File: config.mk
export PLATFORM = sky130hd
export DESIGN_NAME = w_window_sequencer
export DESIGN_NICKNAME = d
export VERILOG_FILES = /design/src/rtl/w_window_sequencer.sv
export SDC_FILE = /design/constraint.sdc
export NUM_CORES = 1
export LEC_CHECK = 0
export BUFFER_PORTS_ARGS = -buffer_cell sky130_fd_sc_hd__buf_2
export CAP_MARGIN = 20
export CORE_MARGIN = 2
export CORE_UTILIZATION = 45
export CTS_CLUSTER_SIZE = 16
export DETAILED_ROUTE_END_ITERATION = 10
export PLACE_DENSITY = 0.69
export SLEW_MARGIN = 20
export SYNTH_ARGS = -nofsm -noshare
export SYNTH_HDL_FRONTEND = slang
export SYNTH_SLANG_ARGS = --single-unit
File: constraint.sdc
create_clock -name clk -period 1.5 [get_ports clk]
set_input_delay 0.075 -clock clk [delete_from_list [all_inputs] [get_ports clk]]
set_output_delay 0.075 -clock clk [all_outputs]
set_load 0.1 [all_outputs]
File: src/rtl/w_window_sequencer.sv
// w_window_sequencer: arms on s, splits w into back-to-back WIN_LEN windows, reports exactly-TARGET-ones per window over valid/ready
module w_window_sequencer #(
    parameter int WIN_LEN     = 3,
    parameter int TARGET      = 2,
    parameter int MAX_WINDOWS = 0,
    parameter int WCNT_W      = 8
) (
    input  logic              clk,
    input  logic              reset,
    input  logic              s,
    input  logic              abort,
    input  logic              w,
    input  logic              z_ready,
    output logic              z_valid,
    output logic              z,
    output logic              busy,
    output logic [WCNT_W-1:0] win_count,
    output logic              overrun
);
    localparam int CW = $clog2(WIN_LEN + 1);
    localparam int SW = $clog2(WIN_LEN);
    localparam logic IDLE = 1'b0;
    localparam logic SAMPLE = 1'b1;
    logic          state;
    logic [SW-1:0] scnt;
    logic [CW-1:0] ones, ones_nxt;
    logic          last, arm, final_win;
    always_comb begin
        ones_nxt  = ones + CW'(w);
        last      = state == SAMPLE && scnt == SW'(WIN_LEN - 1);
        arm       = state == IDLE && s && !abort;
        final_win = MAX_WINDOWS != 0 && 32'(win_count) + 32'd1 == 32'(MAX_WINDOWS);
    end
    assign busy = state == SAMPLE;
    always_ff @(posedge clk) begin
        if (reset) begin
            state     <= IDLE;
            scnt      <= '0;
            ones      <= '0;
            z_valid   <= 1'b0;
            z         <= 1'b0;
            win_count <= '0;
            overrun   <= 1'b0;
        end else begin
            if (z_valid && z_ready) z_valid <= 1'b0;
            if (arm) begin
                state     <= SAMPLE;
                scnt      <= '0;
                ones      <= '0;
                win_count <= '0;
                overrun   <= 1'b0;
            end else if (state == SAMPLE && abort) begin
                state <= IDLE;
                scnt  <= '0;
                ones  <= '0;
            end else if (last) begin
                // a load onto an unconsumed result loses that result
                scnt    <= '0;
                ones    <= '0;
                z       <= ones_nxt == CW'(TARGET);
                z_valid <= 1'b1;
                overrun <= overrun | (z_valid & ~z_ready);
                if (~&win_count) win_count <= win_count + WCNT_W'(1);
                if (final_win) state <= IDLE;
            end else if (state == SAMPLE) begin
                scnt <= scnt + SW'(1);
                ones <= ones_nxt;
            end
        end
    end
endmodule

* Yosys cells after proc, flatten, opt, wreduce, memory -nomap -nowiden
Index checks and enable logic that the tools add are counted.
** Storage, ports and cells
- Register bits after elaboration :: 16
- Bits in latches :: 0
- Memory bits (writable) :: 0
- Bits in read-only memories :: 0
- Input bits :: 6
- Output and inout port bits :: 12
- Word-level logic and storage cells :: 38
- Memories kept :: 0
** Cells by class
- Add/sub/neg operators :: 3
- $mul :: 0
- Div/mod/pow operators :: 0
- $lt $le $gt $ge :: 0
- Eq/ne operators :: 2
- Shift operators :: 0
- Mux-type cells :: 6
- Bitwise logic cells :: 7
- Reductions and logical operators :: 13
** Operators with widths (number)
- $add 8x1->8 const B :: 1
- $reduce_and 8->1 :: 1
- $mux 1 :: 6
- $reduce_and 3->1 :: 2
- $logic_and 1x1->1 :: 5
- $not 1->1 :: 5
- $eq 2x2->1 const B :: 2
- $reduce_or 4->1 :: 1
- $add 2x1->2 :: 1
- $add 2x1->2 const B :: 1
- $reduce_and 2->1 :: 1
- $reduce_bool 2->1 :: 1
- $reduce_or 2->1 :: 1
- $and 1x1->1 :: 1
- $logic_not 1->1 :: 1
- $or 1x1->1 :: 1

* Longest topological paths before layout
- Word-level depth :: 5
- Mapped depth :: 6

* Worst setup path before layout
No wires, ideal clock.
- Path kind :: register to register
- From :: register win_count[0]
- To :: register win_count[5]
- Setup time :: 0.059 ns
- Arrival time :: 2.091 ns
- Data required time :: 1.441 ns
- Setup slack :: -0.650 ns
- Stages on the path, launching flop included :: 6
- Path buffers :: 0
- Cell sequence :: dfxtp_1 -> ha_1 -> nand3_1 -> or2_2 -> a211o_1 -> nand2_1
** On the way
- Cells in the longest elaborated chain, start to end :: 3
** Ends and longest elaborated chain
- start, declared :: line 17 : output logic [WCNT_W-1:0] win_count,
- start signal, assigned :: line 63 : if (~&win_count) win_count <= win_count + WCNT_W'(1);
- parallel branches: the longest is 3 deep, another holds $add 8x1->8
Parallel ways; which one is timed is not known.
A chain may end at the register's enable or synchronous reset.

* Worst setup path in the final report
- From :: register scnt[0]
- To :: register win_count[6]
** On the way
- Cells in the longest elaborated chain, start to end :: 3
** Ends and longest elaborated chain
- start, declared :: line 25 : logic [SW-1:0] scnt;
- start signal, assigned :: line 66 : scnt <= scnt + SW'(1);
- $eq 2x2->1 :: line 30 : last = state == SAMPLE && scnt == SW'(WIN_LEN - 1);
- $logic_and 1x1->1 :: line 30
- $reduce_and 3->1 (no line)
Every way passes these cells.

==> metrics.cfg <==
[synthesis]
synth_top_cell_area_share_pct = 40.96
post_synth_fa_ha_maj_area_fraction_pct = 4.800
post_synth_inst_count = 85
post_synth_most_frequent_cells = dfxtp_1, nor2_1, a21oi_1, nand3_1
syn-cell-area_um2 = 782.0
async_reset_ff_share_pct = 0
yosysTopAreaCell = dfxtp_1
synth_area_leaders = dfxtp_1, nor2_1, ha_1, xnor2_1, a21oi_1
synth-warning-count = 0
fraction_of_synthesized_area_in_multiplexers_pct = 1.280
yosys.area_share.xor_xnor_pct = 6.720
synth_compound_area_share_pct = 17.44
edff_count_synth = 0
share_of_synthesized_area_occupied_by_flip_flops_and_latches_pct = 40.96
synth.most_common_cell = dfxtp_1
synth.distinct_cells = 30
synthesis.nets = 94
post_synth_and_or_nand_nor_area_fraction_pct = 25.44
synth_top_family_by_area = simple AND/OR/NAND/NOR gates
synth_ff_type = dfxtp_1
synth.ff_latch_count = 16
syn-mean-instance-area_um2 = 9.200

[drt]
drt-wirelength-per-cell_um = 12.29
via_per_inst = 5.508
detailedRoute.firstPassIterationCount = 6
drt-total-wl_um = 1499
vias = 672
drt-initial-drc-count = 4
route.antenna.remaining_nets = 0
detail_route.drc_violations = 0

[sta]
slew_at_the_pin_closest_to_its_max_slew_limit_ns = 0.4921
skew_ns = 0.002465
timing.final.crit_share_pct = 94.58
final_period_minus_worst_setup_slack_ns = 1.419
final-setup-viol-count = 0
post_layout_worst_setup_margin_ns = 0.08137
grt_setup_unrepaired = no
fmax_ghz = 0.7049
finalMaxSlewViolations = 0
setup-tns-final_ns = 0
maxSlewHeadroom_pct = 67.42
final-hold-violation-count = 0

[worst_setup_path]
ff2ff_setup_slack_ns = 0.08
cp_cell_sequence = inv_1 -> ha_2 -> nand3b_4 -> a2111oi_4 -> xnor2_1 -> nor2_2
reg2regPathDepth = 6
critical_path.max_stage_delay_ns = 0.36
startpoint_type = flip-flop
critical_path.reg2reg.endpoint = win_count[6]$_SDFFE_PP0P_
cp-end-kind = flip-flop
worst_path_max_delay_cell = a2111oi_4
critPathMaxFanout = 10
worstSetupPathType = flip-flop to flip-flop
r2r-start = scnt[0]$_SDFFE_PP0P_
critical_path_required_ns = 1.68
critPathArrivalTime_ns = 1.60

[final_layout]
final_design_area_no_fill_um2 = 963.4
register_area_um2 = 354.1
antennaDiodeCount = 0
layout-drive-gt1-share_pct = 37.14
flow.area_growth_from_synthesis_pct = 23.20
multiInputGateArea_um2 = 455.4
fill_cells = 157
final_nets = 115

[hold_path]
whs_path_depth = 2
hold_path_end = busy$_SDFFE_PP0P_
timing.hold.worst.class = input port to flip-flop
worstHoldStart = abort

[placement]
post-place-ws_ns = 0.07656
gp_congestion = 0.6910
place_hpwl_um = 1113
detailed_place.area_um2 = 919.6
portBuffers = 17

[global_route]
grt.overflow.total = 0
grt_max_degree = 13
initial_antenna_violation_count = 0
first_global_vias = 585
grt_first_pass_wirelength_um = 2435
grt_usage_pct = 16.73

[clock_tree]
tritoncts_num_sinks = 16
cts_buffers = 3
cts.repair_timing.setup_buffer_count = 0
insertion_delay_ns = 0.28
cts_htree_levels = 1
cts-root-to-sink-buffers = 2
cts_root_buf = clkbuf_4
clock_tree_from_tritoncts = built
clk_transition_reported_paths_ns = 0.09

[run_status]
status = finished, final reports clean

[die]
core_area_um2 = 1670
dieArea_um2 = 2087
floorplan.initialDensity_pct = 46.82
placementRows = 15
die_y_um = 45.69
die_width_um = 45.69
ioPinCount = 18

[power_and_ir_drop]
peak_ir_drop_on_the_vdd_network_mv = 0.4091
p_per_area_nw_per_um2 = 736.7
power_leakage_nw = 0.3815

[flow_run]
cap_viol_max_count = 0

-- final cells by class --
class                           count  share of cell area, %
Multi-Input combinational cell     64                  47.27
Sequential cell                    16                  36.75
Timing Repair Buffer               18                  9.870
Clock buffer                        3                  2.338
Tap cell                           17                  2.208
Inverter                            3                  1.169
Clock inverter                      1                 0.3896
-- critical path, delay by kind of cell, from the launching register on --
family                   cells  cell delay [ns]
AND/OR/NAND/NOR              2             0.19
adder cells (fa/ha/maj)      1             0.21
AO/OA/AOI/OAI                1             0.36
flip-flops                   1             0.33
XOR/XNOR                     1             0.17
buffers and inverters        1             0.06
-- per-stage QoR --
| stage | hold slack, ns | std cells | util, % | total power (W) |
|---|---|---|---|---|
| floorplan | 0.1421 | 85 | - | 0.0004709 |
| global placement | 0.3064 | 117 | 55.06 | 0.0004851 |
| detailed placement | 0.3082 | 117 | 55.06 | 0.0004853 |
| CTS | 0.01158 | 122 | 57.23 | 0.0007196 |
| global route | 0.009808 | 122 | 57.68 | 0.0007525 |
| finish | 0.01620 | 122 | 57.68 | 0.0007097 |
-- cells in the final DEF, fill, tap and decap left out, drive strengths merged --
cell type and instances:
xnor2 4, nand2b 1, and4 1, nand3b 1, dlygate4sd3 1, o21a 1, clkbuf 3, a2111oi 1
or2 2, o21ai 2, mux2i 1, and3b 1, nand3 5, clkinv 1, dfxtp 16, nor3 4
inv 3, buf 17, xor2 2, a211oi 3, a311oi 1, nor2 13, a21oi 6, nand2 4
o21bai 1, ha 3, a21boi 1, a211o 1, nand4 2, nor3b 2, a31oi 1
-- flip-flops by register name (all words and copies together) (netlist names) --
name	count
busy	1
ones	2
overrun	1
scnt	2
win_count	8
z	1
z_valid	1
-- layer usage --
metal  track usage, %  wire length (um)  vias to the layer above
li1                 -                 -                      346
met1            20.82               761                      312
met2            25.35               658                       12
met3            5.556                66                        2
met4            8.824                12                        0
met5                0                 0                        -
-- cells by family after synthesis --
| logic type | Yosys count |
|---|---|
| compound gates | 18 |
| xor+xnor | 6 |
| fa+ha+maj | 3 |
| buf+inv | 5 |
| flops | 16 |
| mux | 1 |
| simple gates | 36 |
-- power breakdown --
group / internal, W / switching [W]
Combinational: 0.0000227 / 0.0000344
Clock: 0.0000965 / 0.000136
Sequential: 0.000414 / 0.00000656
Total: 0.000533 / 0.000177
-- worst max path at each step --
stage	start	endpoint	slack (ns)	cells after the start
finish	scnt[0]$_SDFFE_PP0P_	win_count[6]$_SDFFE_PP0P_	0.08	6
global route	scnt[0]$_SDFFE_PP0P_	win_count[6]$_SDFFE_PP0P_	0.003	6
CTS	scnt[0]$_SDFFE_PP0P_	win_count[6]$_SDFFE_PP0P_	0.06	6
detailed placement	scnt[0]$_SDFFE_PP0P_	win_count[6]$_SDFFE_PP0P_	0.08	6
global placement	scnt[0]$_SDFFE_PP0P_	win_count[6]$_SDFFE_PP0P_	0.11	6
floorplan	win_count[0]$_SDFFE_PP0P_	win_count[5]$_SDFFE_PP0P_	-0.004	5
-- repair_timing --
action,in CTS,in global routing
endpoints found under the setup margin,0,2
endpoints found under the hold margin,2,0
hold buffers,1,0
gates resized for setup,0,2
Note: power is estimated with default switching activity, not from simulation.
